`config.mk`:
```
export PLATFORM = sky130hd
export DESIGN_NAME = freq_sel_ctrl
export DESIGN_NICKNAME = d
export VERILOG_FILES = /design/src/rtl/freq_sel_pkg.sv /design/src/rtl/freq_sel_btn_debounce.sv /design/src/rtl/freq_sel_ctrl.sv
export SDC_FILE = /design/constraint.sdc
export NUM_CORES = 1
export LEC_CHECK = 0
export BUFFER_PORTS_ARGS = -buffer_cell sky130_fd_sc_hd__buf_4
export CORE_MARGIN = 2
export CORE_UTILIZATION = 58
export CTS_BUF_LIST = sky130_fd_sc_hd__clkbuf_8
export CTS_CLUSTER_SIZE = 16
export DETAILED_ROUTE_END_ITERATION = 12
export PLACE_DENSITY_LB_ADDON = 0.15
export SLEW_MARGIN = 0
export SYNTH_ARGS = -nofsm -noshare
export SYNTH_HDL_FRONTEND = slang
export SYNTH_HIERARCHICAL = 1
export SYNTH_SLANG_ARGS = --single-unit
```
`constraint.sdc`:
```
create_clock -name clk -period 2.2 [get_ports clk]
set_input_delay 0.44 -clock clk [delete_from_list [all_inputs] [get_ports clk]]
set_output_delay 0.44 -clock clk [all_outputs]
set_load 0.03 [all_outputs]
```
`src/rtl/freq_sel_pkg.sv`:
```
// Shared types and constants for the frequency-selection front end.
// Selection range limits, selection width and controller state encoding.
package freq_sel_pkg;

  localparam int PROG_W = 3;

  localparam logic [PROG_W-1:0] PROG_MIN = 3'd0;
  localparam logic [PROG_W-1:0] PROG_MAX = 3'd7;

  typedef enum logic [1:0] {
    ST_IDLE  = 2'd0,
    ST_ISSUE = 2'd1,
    ST_WAIT  = 2'd2
  } state_e;

endpackage

```
`src/rtl/freq_sel_btn_debounce.sv`:
```
// Raw push-button front end: two-flop synchroniser, level debouncer and
// press (rising edge of the debounced level) detector.
module btn_debounce #(
  parameter int DEBOUNCE_CYCLES = 4
) (
  input  logic clk,
  input  logic rst,
  input  logic i_btn,
  output logic o_rise
);

  localparam int              CNT_W    = (DEBOUNCE_CYCLES > 1) ? $clog2(DEBOUNCE_CYCLES) : 1;
  localparam logic [CNT_W-1:0] CNT_LAST = CNT_W'(DEBOUNCE_CYCLES - 1);

  logic             r_sync1;
  logic             r_sync2;
  logic             r_db;
  logic             r_db_d;
  logic [CNT_W-1:0] r_cnt;

  // A new level is accepted only after it has persisted for DEBOUNCE_CYCLES samples.
  always_ff @(posedge clk or negedge rst) begin
    if (!rst) begin
      r_sync1 <= 1'b0;
      r_sync2 <= 1'b0;
      r_db    <= 1'b0;
      r_db_d  <= 1'b0;
      r_cnt   <= '0;
    end else begin
      r_sync1 <= i_btn;
      r_sync2 <= r_sync1;
      r_db_d  <= r_db;
      if (r_sync2 == r_db) begin
        r_cnt <= '0;
      end else if (r_cnt == CNT_LAST) begin
        r_db  <= r_sync2;
        r_cnt <= '0;
      end else begin
        r_cnt <= r_cnt + 1'b1;
      end
    end
  end

  assign o_rise = r_db & ~r_db_d;

endmodule

```
`src/rtl/freq_sel_ctrl.sv`:
```
// Button-driven frequency selector: saturating 3-bit selection, one-cycle
// update pulse to the clock generator and acknowledge wait with sticky timeout.
module freq_sel_ctrl
  import freq_sel_pkg::*;
#(
  parameter int DEBOUNCE_CYCLES = 4,
  parameter int ACK_TIMEOUT     = 8
) (
  input  logic              clk,
  input  logic              rst,
  input  logic              btn_up,
  input  logic              btn_down,
  input  logic [PROG_W-1:0] prog_fb,
  output logic              update,
  output logic [PROG_W-1:0] prog_sel,
  output logic              busy,
  output logic              err
);

  localparam int              TO_W    = $clog2(ACK_TIMEOUT);
  localparam logic [TO_W-1:0] TO_LAST = TO_W'(ACK_TIMEOUT - 1);

  state_e            r_state;
  state_e            w_state_nxt;
  logic [PROG_W-1:0] r_sel;
  logic [PROG_W-1:0] w_sel_nxt;
  logic [TO_W-1:0]   r_tcnt;
  logic [TO_W-1:0]   w_tcnt_nxt;
  logic              r_err;
  logic              w_err_nxt;
  logic              w_rise_up;
  logic              w_rise_dn;
  logic              w_up_ok;
  logic              w_dn_ok;

  btn_debounce #(.DEBOUNCE_CYCLES(DEBOUNCE_CYCLES)) u_db_up (
    .clk    (clk),
    .rst    (rst),
    .i_btn  (btn_up),
    .o_rise (w_rise_up)
  );

  btn_debounce #(.DEBOUNCE_CYCLES(DEBOUNCE_CYCLES)) u_db_dn (
    .clk    (clk),
    .rst    (rst),
    .i_btn  (btn_down),
    .o_rise (w_rise_dn)
  );

  // Simultaneous presses cancel; presses at a range limit are ignored.
  assign w_up_ok = w_rise_up & ~w_rise_dn & (r_sel != PROG_MAX);
  assign w_dn_ok = w_rise_dn & ~w_rise_up & (r_sel != PROG_MIN);

  always_comb begin
    w_state_nxt = r_state;
    w_sel_nxt   = r_sel;
    w_tcnt_nxt  = r_tcnt;
    w_err_nxt   = r_err;
    case (r_state)
      ST_IDLE: begin
        if (w_up_ok) begin
          w_sel_nxt   = r_sel + 1'b1;
          w_state_nxt = ST_ISSUE;
        end else if (w_dn_ok) begin
          w_sel_nxt   = r_sel - 1'b1;
          w_state_nxt = ST_ISSUE;
        end
      end
      ST_ISSUE: begin
        w_tcnt_nxt  = '0;
        w_state_nxt = ST_WAIT;
      end
      ST_WAIT: begin
        if (prog_fb == r_sel) begin
          w_state_nxt = ST_IDLE;
        end else if (r_tcnt == TO_LAST) begin
          w_err_nxt   = 1'b1;
          w_state_nxt = ST_IDLE;
        end else begin
          w_tcnt_nxt = r_tcnt + 1'b1;
        end
      end
      default: w_state_nxt = ST_IDLE;
    endcase
  end

  always_ff @(posedge clk or negedge rst) begin
    if (!rst) begin
      r_state <= ST_IDLE;
      r_sel   <= PROG_MIN;
      r_tcnt  <= '0;
      r_err   <= 1'b0;
    end else begin
      r_state <= w_state_nxt;
      r_sel   <= w_sel_nxt;
      r_tcnt  <= w_tcnt_nxt;
      r_err   <= w_err_nxt;
    end
  end

  assign update   = (r_state == ST_ISSUE);
  assign busy     = (r_state != ST_IDLE);
  assign prog_sel = r_sel;
  assign err      = r_err;

endmodule
```
======== Yosys cells after proc, flatten, opt, wreduce, memory -nomap -nowiden ========
Index checks and enable logic that the tools add are counted.
word-level totals
  flip-flop bits (word level) ............. 21
  input port bits ......................... 7
  output and inout bits ................... 6
  logic and storage cells ................. 70
cells by class
  $add $sub $neg .......................... 5
  eq/ne operators ......................... 13
  multiplexer cells ....................... 14
  bitwise operators ....................... 13
  reduce and logical (&&, ||, !) cells .... 11
operators with widths
  kind                                                  count
  2-to-1 mux 2 bit                                      8
  2-to-1 mux 3 bit                                      4
  != test 3 bit (second input constant)                 3
  AND reduction 2 bit                                   4
  inverter 1 bit                                        7
  adder 3 x 1 -> 3 bit (second input constant)          2
  AND 1 bit                                             6
  equality test 2 bit (second input constant)           3
  one-hot mux 2 bit (3 select lines)                    1
  one-hot mux 3 bit (2 select lines)                    1
  AND reduction 3 bit                                   2
  nonzero test 2 bit                                    3
  adder 2 x 1 -> 2 bit (second input constant)          2
  != test 2 bit (second input constant)                 2
  equality test 3 bit                                   1
  equality test 3 bit (second input constant)           1
  nonzero test 3 bit                                    1
  subtractor 3 x 1 -> 3 bit (second input constant)     1
  equality test 1 bit                                   2
  equality test 2 x 1 -> 1 bit (second input constant)  1
  logical NOT 2 bit                                     1

======== Depth between registers and ports, before layout ========
Gate-level depths: netlist of the first run.
  depth in word-level cells ............... 8
  depth in mapped cells ................... 7
  gate-level depth less buffers ........... 7

======== Modules after synthesis ========
Netlist of the first run, hierarchy kept.
modules (own cells, without submodules)
  module         times used  cells each  area an instance (um^2)  sequential area each (um^2)
  freq_sel_ctrl  1           52          555.5                    225.2
  btn_debounce   2           12          205.2                    150.1

======== Worst setup path before layout of the first run ========
No wires, ideal clock.
  path type ............................... flip-flop to flip-flop
  start ................................... reg r_sel[1], in the netlist prog_sel[1]
  end ..................................... reg r_sel[2], in the netlist prog_sel[2]
  library setup time ...................... 0.136 ns
  arrival ................................. 1.726 ns
  required time ........................... 2.064 ns
  slack ................................... 0.338 ns
  cell stages (with the launch flop) ...... 7
  path buffers ............................ 0
  period minus slack after synthesis ...... 1.862 ns
  cell sequence ........................... dfrtp_1 a31oi_1 nand2_1 fa_1 and3_1 o211ai_1 xnor2_1
between the ends
  word-level cells in the longest chain between the ends .. 4
  elaborated cells on any way between the ends .. 10
  classes of those cells .................. 2 x add/sub; 1 x eq/ne; 2 x mux; 2 x bitwise; 3 x reduce/logical
RTL lines
  what                                                                               RTL line             RTL
  start: declaration                                                                 freq_sel_ctrl.sv:25  logic [PROG_W-1:0] r_sel;
  start signal: assignment                                                           freq_sel_ctrl.sv:95  r_sel <= w_sel_nxt;
  parallel branches: the longest is 4 deep, another holds subtractor 3 x 1 -> 3 bit  -
Several ways; the timed one is not identified. The select of a mux whose other input is x is not followed.
A chain may end at the register's enable or synchronous reset.

======== Final worst setup path of the first run ========
  start ................................... reg u_db_dn.r_db
  end ..................................... reg r_sel[2], in the netlist prog_sel[2]
between the ends
  word-level cells in the longest chain between the ends .. 6
  elaborated cells on any way between the ends .. 9
  classes of those cells .................. 1 x mux; 6 x bitwise; 2 x reduce/logical
RTL lines
  what                                  RTL line                     RTL
  start: declaration                    freq_sel_btn_debounce.sv:17  logic r_db;
  start signal: assignment              freq_sel_btn_debounce.sv:36  r_db <= r_sync2;
  AND 1 bit (*)                         freq_sel_btn_debounce.sv:44  assign o_rise = r_db & ~r_db_d;
  via w_rise_dn                         freq_sel_ctrl.sv:32          logic w_rise_dn;
  inverter 1 bit                        freq_sel_ctrl.sv:51          assign w_up_ok = w_rise_up & ~w_rise_dn & (r_sel != PROG_MAX);
  AND 1 bit (2 in a row)                freq_sel_ctrl.sv:51
  nonzero test 2 bit (no source line)   -
  AND reduction 2 bit (no source line)  -
Mark *: on every way through the listed nets, which the timed path passes. The rest lies on a longest branch.

==> results of run 1 <==
cells by family (layout without fill, tap and decap cells):
logic type                 count (synthesis)  after routing  share of synthesized area [%]
buffers and inverters                      6             23                           2.33
muxes                                      5              5                           6.22
DFF                                       21             21                           54.4
and+or+nand+nor                           17             17                           10.1
xor gates and xnor gates                   7              7                           6.35
AOI/OAI and AO/OA                         12             12                           9.46
adders and majority gates                  8              8                           11.1
layout by cell type (no fill, tap or decap), drive strengths merged:
cell type  count
o21bai         1
nand2b         1
nand3          5
and3           1
o22ai          1
nor2b          4
nand2          3
xnor2          4
nor2           1
ha             7
o22a           1
inv            7
buf           13
nor3           2
mux2           5
fa             1
o31ai          2
o311ai         1
o221ai         2
o211ai         1
dfrtp         21
a21oi          1
clkbuf         3
xor2           3
o31a           1
a31oi          1
stage by stage:
stage                     area (um2)  power (mW)  instances
final                           1130        1.59        109
after global routing            1130        1.72        109
after CTS                       1130        1.61        109
after detailed placement        1080        1.37        105
after global placement          1080        1.33        105
after floorplan                  966        1.15         76
how the worst min path moves through the flow:
stage | startpoint | end | slack (ns) | cells past startpoint
global placement | rst | u_db_dn/r_cnt[0] | 0.33 | 1
global route | rst | u_db_dn/r_cnt[0] | 0.07 | 1
floorplan | rst | err | 0.14 | 0
CTS | rst | prog_sel[0] | 0.06 | 1
finish | rst | u_db_dn/r_cnt[0] | 0.06 | 1
detailed placement | rst | u_db_dn/r_cnt[0] | 0.34 | 1
state kept, by name, summed over array words and instances, names as in the netlist, 2 cells and up:
name           flops
u_db_dn/r_cnt      2
prog_sel           3
r_state            2
r_tcnt             3
u_db_up/r_cnt      2
cell type report:
cell class                      instances  area [um2]  share of cell area, %
Sequential cell                        21         526                   46.6
Tap cell                               16        20.0                   1.77
Timing Repair Buffer                   13        97.6                   8.65
Clock inverter                          1        3.75                  0.333
Inverter                                6        22.5                   2.00
Multi-Input combinational cell         49         418                   37.0
Clock buffer                            3        41.3                   3.66
power by group through the flow:
| stage | combinational [mW] | clock (mW) | sequential (mW) |
|---|---|---|---|
| floorplan | 0.484 | 0 | 0.669 |
| global placement | 0.697 | 0 | 0.629 |
| detailed placement | 0.720 | 0 | 0.646 |
| CTS | 0.726 | 0.243 | 0.638 |
| global route | 0.804 | 0.261 | 0.657 |
| finish | 0.719 | 0.235 | 0.634 |
critical path, delay by kind of cell, from the launching register on:
family | cells | cell delay, ns
AO/OA/AOI/OAI | 2 | 0.46
adder cells (fa/ha/maj) | 1 | 0.38
AND/OR/NAND/NOR | 3 | 0.45
XOR/XNOR | 1 | 0.14
flip-flops | 1 | 0.41
routing by layer:
layer	up-vias	part of all wire, %	track usage (%)
met5	-	0	0
met4	0	0.96	10.6
met3	2	3.8	3.60
met2	12	47	31.6
met1	291	48	26.6
li1	301	-	-
==> run_results.csv, run 1 <==
group,metric,value,unit
final_layout,nFillCells,110,
logic_synthesis,synth_edf_count,0,
drt,postRouteWirelength,1560,um
logic_synthesis,synth_largest_area_cell,"dfrtp_1",
floorplanning,rows,14,
worst_setup_path,rr_startpoint,"u_db_dn/r_db",
logic_synthesis,synthArstFlopShare,100,%
timing,final_max_slew_viol_count,0,
final_layout,area_delta_synth_final,16.8,%
grt,grt_pass1_vias,641,
logic_synthesis,yosysMostFrequentCell,"dfrtp_1",
timing,hold_ws,0.0568,ns
grt,antenna_found_initial,0,
cts,clock_path_buffers,2,
placement,port_buffers,12,
grt,grt_max_degree,22,
worst_setup_path,path_max_fanout,4,
logic_synthesis,synthTopCellsByCount,"21 x dfrtp_1, 7 x ha_1, 6 x inv_1, 5 x nand3_1",
grt,grt.total_usage,20.1,%
drt,drc,0,
worst_setup_path,critPathMaxStageDelay,0.41,ns
worst_hold_path,hold_path_class,"in -> async",
placement,gp_congestion,0.736,
timing,fin_crit,1.91,ns
pwr,combPwrFrac,45.3,%
final_layout,antenna_cells,0,
floorplanning,dieArea,2010,um2
cts,root_buffer,"clkbuf_8",
cts,cts-hold-fix-buffers,0,
pwr,ir_worst_vdd,0.708,mV
status,status,"completed",
worst_setup_path,required,2.38,ns
logic_synthesis,syn-cell-area,966,um2
logic_synthesis,yosysTopAreaCellShare,54.4,%
pwr,clkPwrFrac,14.8,%
worst_setup_path,reg2reg_to,"prog_sel[2]",
floorplanning,core_region_area,1540,um2
logic_synthesis,synth.top_cells.by_area,"dfrtp_1 54%, ha_1 9.1%, xnor2_1 3.6%",
cts,numCtsBuffers,3,
logic_synthesis,ys_ff_latch,21,
worst_setup_path,slowest_stage,"dfrtp_1",
logic_synthesis,synth_cell_types,26,
timing,max_slew.worst_pin.slew,0.400,ns
logic_synthesis,syn_nets,91,
final_layout,drive_gt1_share,22.6,%
drt,ant_nets,0,
drt,drt_iter0_drc,6,
floorplanning,initial_core_util,62.7,%
flow_run,drv_cap,0,
placement,place_ws,0.304,ns
pwr,seqPwrFrac,39.9,%
logic_synthesis,ys_warn_count,6,
pwr,internal_power,973,uW
drt,first_pass_iters,4,
pwr,power.density,1410,nW/um2
cts,clk-insertion-delay-late,0.25,ns
logic_synthesis,synth_cells,76,
timing,timing.fmax,523,MHz
drt,via_per_inst,5.56,
logic_synthesis,synth_ff_type,"dfrtp_1",
grt,grt_pass1_wl,2840,um
worst_setup_path,crit_type,"reg -> reg",
final_layout,nNetsFinal,109,
worst_setup_path,worstPathArrival,2.09,ns
final_layout,postLayoutCoreUtil,73.2,%
worst_setup_path,r2r_cells,7,
timing,setup_viol,0,
logic_synthesis,avgSynthCellArea,12.7,um2
pwr,swShare,38.8,%
floorplanning,die_x,44.8,um
cts,cts_resized,0,
timing,rsz0062_at_grt,"false",
grt,grt_overflow_total,0,
timing,layout_setup_ws,0.287,ns
logic_synthesis,ys_seq_area_share,54.4,%
timing,hold_viol,0,
cts,cts_tree,"done",
worst_setup_path,endpoint,"prog_sel[2]",
worst_setup_path,cp-end-kind,"flip-flop",
worst_setup_path,critical_path.startpoint,"u_db_dn/r_db",
cts,cts_setup_buffers,0,
worst_setup_path,start_kind,"flip-flop",
worst_setup_path,r2r_slack,0.29,ns
floorplanning,ios,13,
timing,clock_skew,0.000931,ns
drt,vias,606,
placement,hpwl,1200,um
timing,slew_headroom,73.1,%
pwr,p_leak,0.538,nW
cts,path_clk_slew,0.07,ns
worst_setup_path,crit_chain,"nor2b_1 > a31oi_1 > nand2_1 > fa_1 > and3_1 > o211ai_1 > xnor2_1",
cts,cts.sinks,21,
drt,routedWlPerCell,14.3,um
timing,fin_crit_sh,87.0,%
pwr,switching_power,616,uW
timing,setup_tns,0,ns
floorplanning,die_y,44.8,um
cts,htree_levels,1,
Power figures use the tool's default switching activity.
==> inputs of run 2 (changes only) <==
--- a/config.mk
+++ b/config.mk
@@ -8,10 +8,11 @@
 export BUFFER_PORTS_ARGS = -buffer_cell sky130_fd_sc_hd__buf_4
 export CORE_MARGIN = 2
 export CORE_UTILIZATION = 58
-export CTS_BUF_LIST = sky130_fd_sc_hd__clkbuf_8
+export CTS_BUF_LIST = sky130_fd_sc_hd__clkbuf_4
 export CTS_CLUSTER_SIZE = 16
 export DETAILED_ROUTE_END_ITERATION = 12
 export PLACE_DENSITY_LB_ADDON = 0.15
+export SKIP_LAST_GASP = 1
 export SLEW_MARGIN = 0
 export SYNTH_ARGS = -nofsm -noshare
 export SYNTH_HDL_FRONTEND = slang
==> run 2 against run 1 <==
Critical path depth stayed put. Die area stayed put. Hold slack worse by 0.053 ns.
==> run_results.csv, run 2 (synthesis results as in run 1) <==
group,metric,value,unit
worst_setup_path,required,2.42,ns
worst_setup_path,cp-end-kind,"flip-flop",
timing,setup_viol,0,
timing,slew_headroom,73.6,%
final_layout,postLayoutCoreUtil,72.2,%
status,status,"completed",
cts,cts_resized,0,
cts,cts_tree,"done",
grt,antenna_found_initial,0,
flow_run,drv_cap,0,
timing,fin_crit_sh,87.3,%
worst_hold_path,hold_path_class,"in -> async",
cts,numCtsBuffers,3,
worst_setup_path,r2r_cells,7,
placement,place_ws,0.304,ns
final_layout,nNetsFinal,109,
placement,port_buffers,12,
cts,htree_levels,1,
worst_setup_path,start_kind,"flip-flop",
final_layout,stdcell_area,1110,um2
cts,cts_setup_buffers,0,
cts,clk-insertion-delay-late,0.29,ns
floorplanning,initial_core_util,62.7,%
final_layout,final_common_cell,"dfrtp_1",
placement,gp_congestion,0.736,
floorplanning,die_y,44.8,um
timing,hold_viol,0,
timing,final_max_slew_viol_count,0,
drt,vias,634,
grt,grt_overflow_total,0,
worst_setup_path,rr_startpoint,"u_db_dn/r_db",
final_layout,mostFrequentLayoutCells,"21 x dfrtp_1, 13 x buf_4, 7 x ha_1",
cts,cts-hold-fix-buffers,0,
timing,fin_crit,1.92,ns
cts,path_clk_slew,0.11,ns
worst_setup_path,worstPathArrival,2.14,ns
cts,clock_path_buffers,2,
final_layout,stdcell_count,109,
grt,grt_pass1_wl,2890,um
final_layout,antenna_cells,0,
drt,ant_nets,0,
timing,rsz0062_at_grt,"false",
placement,hpwl,1200,um
placement,dp.cells,105,
cts,root_buffer,"clkbuf_4",
floorplanning,dieArea,2010,um2
worst_setup_path,critical_path.startpoint,"u_db_dn/r_db",
timing,hold_ws,0.00410,ns
timing,layout_setup_ws,0.280,ns
grt,grt.total_usage,20.2,%
timing,max_slew.worst_pin.slew,0.392,ns
worst_setup_path,reg2reg_to,"prog_sel[2]",
cts,cts.sinks,21,
floorplanning,ios,13,
pwr,ir_worst_vdd,0.700,mV
worst_setup_path,crit_type,"reg -> reg",
final_layout,nFillCells,116,
drt,via_per_inst,5.82,
drt,first_pass_iters,4,
drt,drc,0,
drt,drt_iter0_drc,9,
final_layout,area_delta_synth_final,15.3,%
timing,clock_skew,0.00640,ns
worst_setup_path,r2r_slack,0.28,ns
grt,grt_pass1_vias,659,
drt,postRouteWirelength,1660,um
worst_setup_path,path_max_fanout,4,
placement,place_area,1080,um2
timing,timing.fmax,521,MHz
floorplanning,rows,14,
pwr,p_leak,0.530,nW
grt,grt_max_degree,22,
final_layout,drive_gt1_share,23.7,%
floorplanning,die_x,44.8,um
pwr,finalPower,1.55,mW
worst_setup_path,endpoint,"prog_sel[2]",
floorplanning,core_region_area,1540,um2
timing,setup_tns,0,ns
drt,routedWlPerCell,15.2,um
pwr,power.density,1390,nW/um2
-- run 2: cell count changes in the layout (fill, tap and decap cells not counted), sizes merged --
cell,change
clkbuf,+1
inv,-1
-- run 2: worst min-delay path by stage --
stage	to	slack, ns	cells past startpoint
after floorplan	err	0.14	0
after global placement	u_db_dn/r_cnt[0]	0.33	1
after detailed placement	u_db_dn/r_cnt[0]	0.34	1
after CTS	prog_sel[0]	0.004	1
after global routing	u_db_dn/r_cnt[0]	0.002	1
final	prog_sel[0]	0.004	1
-- run 2: final cells by class --
class / count / area, um2 / share of cell area (%)
Clock buffer: 4 / 30.0 / 2.70
Inverter: 6 / 22.5 / 2.02
Multi-Input combinational cell: 49 / 418 / 37.5
Sequential cell: 21 / 526 / 47.2
Tap cell: 16 / 20.0 / 1.80
Timing Repair Buffer: 13 / 97.6 / 8.76
-- run 2: power breakdown --
part           internal [mW]  switching, mW  leakage, nW
combinational          0.336          0.389        0.249
clock                 0.0828          0.106       0.0184
sequential             0.511          0.122        0.263
total                  0.931          0.617        0.530
-- run 2: critical path: stages, from the launching register on --
cell and delay [ns]:
dfrtp_1 0.42, nor2b_1 0.16, a31oi_1 0.26, nand2_1 0.11, fa_1 0.38, and3_1 0.18
o211ai_1 0.19, xnor2_1 0.14
-- run 2: routing by layer --
metal	up-vias	GRT usage, %	share of wire, %
met5	-	0	0
met4	0	8.82	0.72
met3	2	2.40	4.0
met2	12	33.6	50
met1	318	26.9	45
li1	302	-	-
==> inputs of run 3 (changes only) <==
--- a/config.mk
+++ b/config.mk
@@ -7,7 +7,7 @@
 export LEC_CHECK = 0
 export BUFFER_PORTS_ARGS = -buffer_cell sky130_fd_sc_hd__buf_4
 export CORE_MARGIN = 2
-export CORE_UTILIZATION = 58
+export CORE_UTILIZATION = 60
 export CTS_BUF_LIST = sky130_fd_sc_hd__clkbuf_4
 export CTS_CLUSTER_SIZE = 16
 export DETAILED_ROUTE_END_ITERATION = 12
@@ -16,5 +16,4 @@
 export SLEW_MARGIN = 0
 export SYNTH_ARGS = -nofsm -noshare
 export SYNTH_HDL_FRONTEND = slang
-export SYNTH_HIERARCHICAL = 1
 export SYNTH_SLANG_ARGS = --single-unit
==> constraint.sdc (replaced) <==
create_clock -name clk -period 2.5 [get_ports clk]
set_input_delay 0.5 -clock clk [delete_from_list [all_inputs] [get_ports clk]]
set_output_delay 0.5 -clock clk [all_outputs]
set_load 0.03 [all_outputs]
==> run 3 against run 2 <==
Global-route usage fell by 0.27 points. Critical path depth did not move. Count of clock-buffer cells in the layout fell by 1. Critical path type unchanged. Combinational power fell by 9.0%. Clock skew down 0.0056 ns. Synthesized area grew 1.3%. Sequential share of layout area rose by 0.053 points. Die area decreased by 1.9%. Fmax up 1.7%.
==> run_results.csv, run 3 <==
group,metric,value,unit
status,status,"completed",
worst_setup_path,worstPathArrival,2.11,ns
final_layout,antenna_cells,0,
placement,place_area,1080,um2
drt,first_pass_iters,4,
pwr,ir_worst_vdd,0.812,mV
final_layout,nFillCells,116,
worst_hold_path,hold_path_class,"in -> async",
placement,hpwl,1160,um
logic_synthesis,ys_warn_count,0,
floorplanning,rows,14,
timing,setup_viol,0,
logic_synthesis,yosysMostFrequentCell,"dfrtp_1",
logic_synthesis,ys_ff_latch,21,
floorplanning,ios,13,
cts,cts-hold-fix-buffers,0,
logic_synthesis,ys_seq_area_share,53.7,%
grt,grt.total_usage,20.0,%
final_layout,multi_input_area,419,um2
logic_synthesis,yosys.area_share.simple,11.0,%
floorplanning,dieArea,1970,um2
grt,antenna_found_initial,0,
cts,htree_levels,1,
pwr,power.density,1240,nW/um2
timing,fin_crit_sh,75.5,%
grt,grt_pass1_vias,637,
timing,max_slew.worst_pin.slew,0.501,ns
floorplanning,core_region_area,1520,um2
pwr,internal_power,812,uW
final_layout,area_delta_synth_final,13.7,%
timing,clock_skew,0.000757,ns
timing,slew_headroom,66.4,%
logic_synthesis,synthTopCellsByCount,"21 x dfrtp_1, 8 x inv_1, 7 x ha_1, 7 x xnor2_1",
timing,fin_crit,1.89,ns
logic_synthesis,synth_cell_types,25,
pwr,finalPower,1.38,mW
drt,via_per_inst,5.87,
logic_synthesis,synthArstFlopShare,100,%
pwr,seqPwrFrac,40.9,%
cts,clk-insertion-delay-late,0.29,ns
cts,cts_setup_buffers,0,
cts,cts_resized,0,
final_layout,stdcell_count,111,
pwr,combPwrFrac,47.9,%
drt,drc,0,
logic_synthesis,synth_cells,80,
worst_setup_path,r2r_cells,7,
cts,numCtsBuffers,3,
logic_synthesis,synth_top_family_by_area,"simple AND/OR/NAND/NOR gates",
cts,clock_path_buffers,2,
logic_synthesis,synth_edf_count,0,
logic_synthesis,synth_ff_type,"dfrtp_1",
drt,postRouteWirelength,1520,um
drt,vias,652,
pwr,switching_power,565,uW
logic_synthesis,syn-cell-area,978,um2
drt,drt_iter0_drc,4,
floorplanning,die_y,44.4,um
floorplanning,die_x,44.4,um
logic_synthesis,synth.top_cells.by_area,"dfrtp_1 54%, ha_1 9.0%, xnor2_1 6.3%",
logic_synthesis,synth_mux_area_share,4.60,%
final_layout,final_common_cell,"dfrtp_1",
logic_synthesis,yosys.area_share.xor_xnor,6.27,%
worst_setup_path,required,2.73,ns
cts,cts.sinks,21,
pwr,p_leak,0.514,nW
final_layout,drive_gt1_share,23.2,%
final_layout,layout.area.seq,526,um2
pwr,swShare,41.0,%
logic_synthesis,yosysTopAreaCellShare,53.7,%
final_layout,nNetsFinal,111,
floorplanning,initial_core_util,64.2,%
worst_setup_path,start_kind,"flip-flop",
logic_synthesis,avgSynthCellArea,12.2,um2
placement,port_buffers,12,
final_layout,mostFrequentLayoutCells,"21 x dfrtp_1, 12 x buf_4, 8 x inv_1",
flow_run,drv_cap,0,
worst_setup_path,cp-end-kind,"flip-flop",
logic_synthesis,synth_largest_area_cell,"dfrtp_1",
final_layout,stdcell_area,1110,um2
pwr,clkPwrFrac,11.3,%
worst_setup_path,crit_type,"reg -> reg",
grt,grt_overflow_total,0,
timing,final_max_slew_viol_count,0,
timing,setup_tns,0,ns
timing,rsz0062_at_grt,"false",
timing,timing.fmax,530,MHz
drt,routedWlPerCell,13.7,um
timing,hold_viol,0,
cts,path_clk_slew,0.11,ns
worst_setup_path,path_max_fanout,6,
logic_synthesis,synthAdderAreaFrac,11.0,%
placement,dp.cells,107,
grt,grt_max_degree,22,
logic_synthesis,synth_compound_area_share,9.97,%
logic_synthesis,syn_nets,95,
drt,ant_nets,0,
cts,root_buffer,"clkbuf_4",
grt,grt_pass1_wl,2700,um
placement,gp_congestion,0.735,
cts,cts_tree,"done",
## run 3: cell count changes after synthesis, sizes merged, moves of 2 or more
cell	before	now
nand3	5	2
nand4	0	3
xnor2	4	7
xor2	3	0
a31oi	1	3
inv	6	8
nor2b	4	2
nor3	2	4
o221ai	2	4
o31ai	2	0
## run 3: cells by family (layout without fill, tap and decap cells)
kind of cell | count (synthesis) | count (layout)
flip-flops | 21 | 21
AND/OR/NAND/NOR | 19 | 19
AO/OA/AOI/OAI | 12 | 12
buffers and inverters | 9 | 24
adder cells (fa/ha/maj) | 8 | 8
XOR/XNOR | 7 | 7
multiplexers | 4 | 4
## run 3: layer usage
metal,wire length [um],vias to the layer above,track usage [%]
li1,-,319,-
met1,709,315,25.4
met3,56,4,2.45
met4,33,0,14.5
met2,717,14,31.5
met5,0,-,0
## run 3: cell type report
type                    instances  area share, %
clock inverters                 1          0.450
clock buffers                   3           2.02
flip-flops and latches         21           47.2
inverters                       8           2.70
well taps                      16           1.80
multi-input cells              50           37.7
repair buffers                 12           8.10
## run 3: metrics by stage
step                      hold WS [ns]  setup slack, ns  util [%]
after detailed placement         0.338            0.632      71.2
final                           0.0591            0.613      73.0
after floorplan                  0.204            0.619         -
after global routing            0.0637            0.524      73.0
after CTS                       0.0505            0.602      73.0
after global placement           0.341            0.689      71.2
## run 3: final timing paths
kind                                 start         endpoint  slack [ns]
max                            prog_sel[0]      prog_sel[2]        0.61
min reg2reg                u_db_up.r_sync1  u_db_up.r_sync2        0.37
min in group clk                  btn_down  u_db_dn.r_sync1        0.30
max reg2reg                    prog_sel[0]      prog_sel[2]        0.61
min                                    rst      prog_sel[1]        0.06
max in group asynchronous              rst   u_db_up.r_db_d        2.23
## run 3: critical path, stage by stage, from the launching register on
cell and delay (ns):
dfrtp_1 0.49, nand3_1 0.16, and3_1 0.19, inv_1 0.08, fa_1 0.38, and4_1 0.16, o221ai_1 0.20, xnor2_1 0.14
## run 3: power groups by stage
| stage | Clock (mW) | Combinational (mW) | Sequential [mW] |
|---|---|---|---|
| 2_1_floorplan | 0 | 0.446 | 0.599 |
| 3_3_place_gp | 0 | 0.637 | 0.562 |
| 3_5_place_dp | 0 | 0.662 | 0.571 |
| 4_1_cts | 0.168 | 0.664 | 0.565 |
| 5_1_grt | 0.177 | 0.730 | 0.586 |
| 6_report | 0.155 | 0.660 | 0.563 |
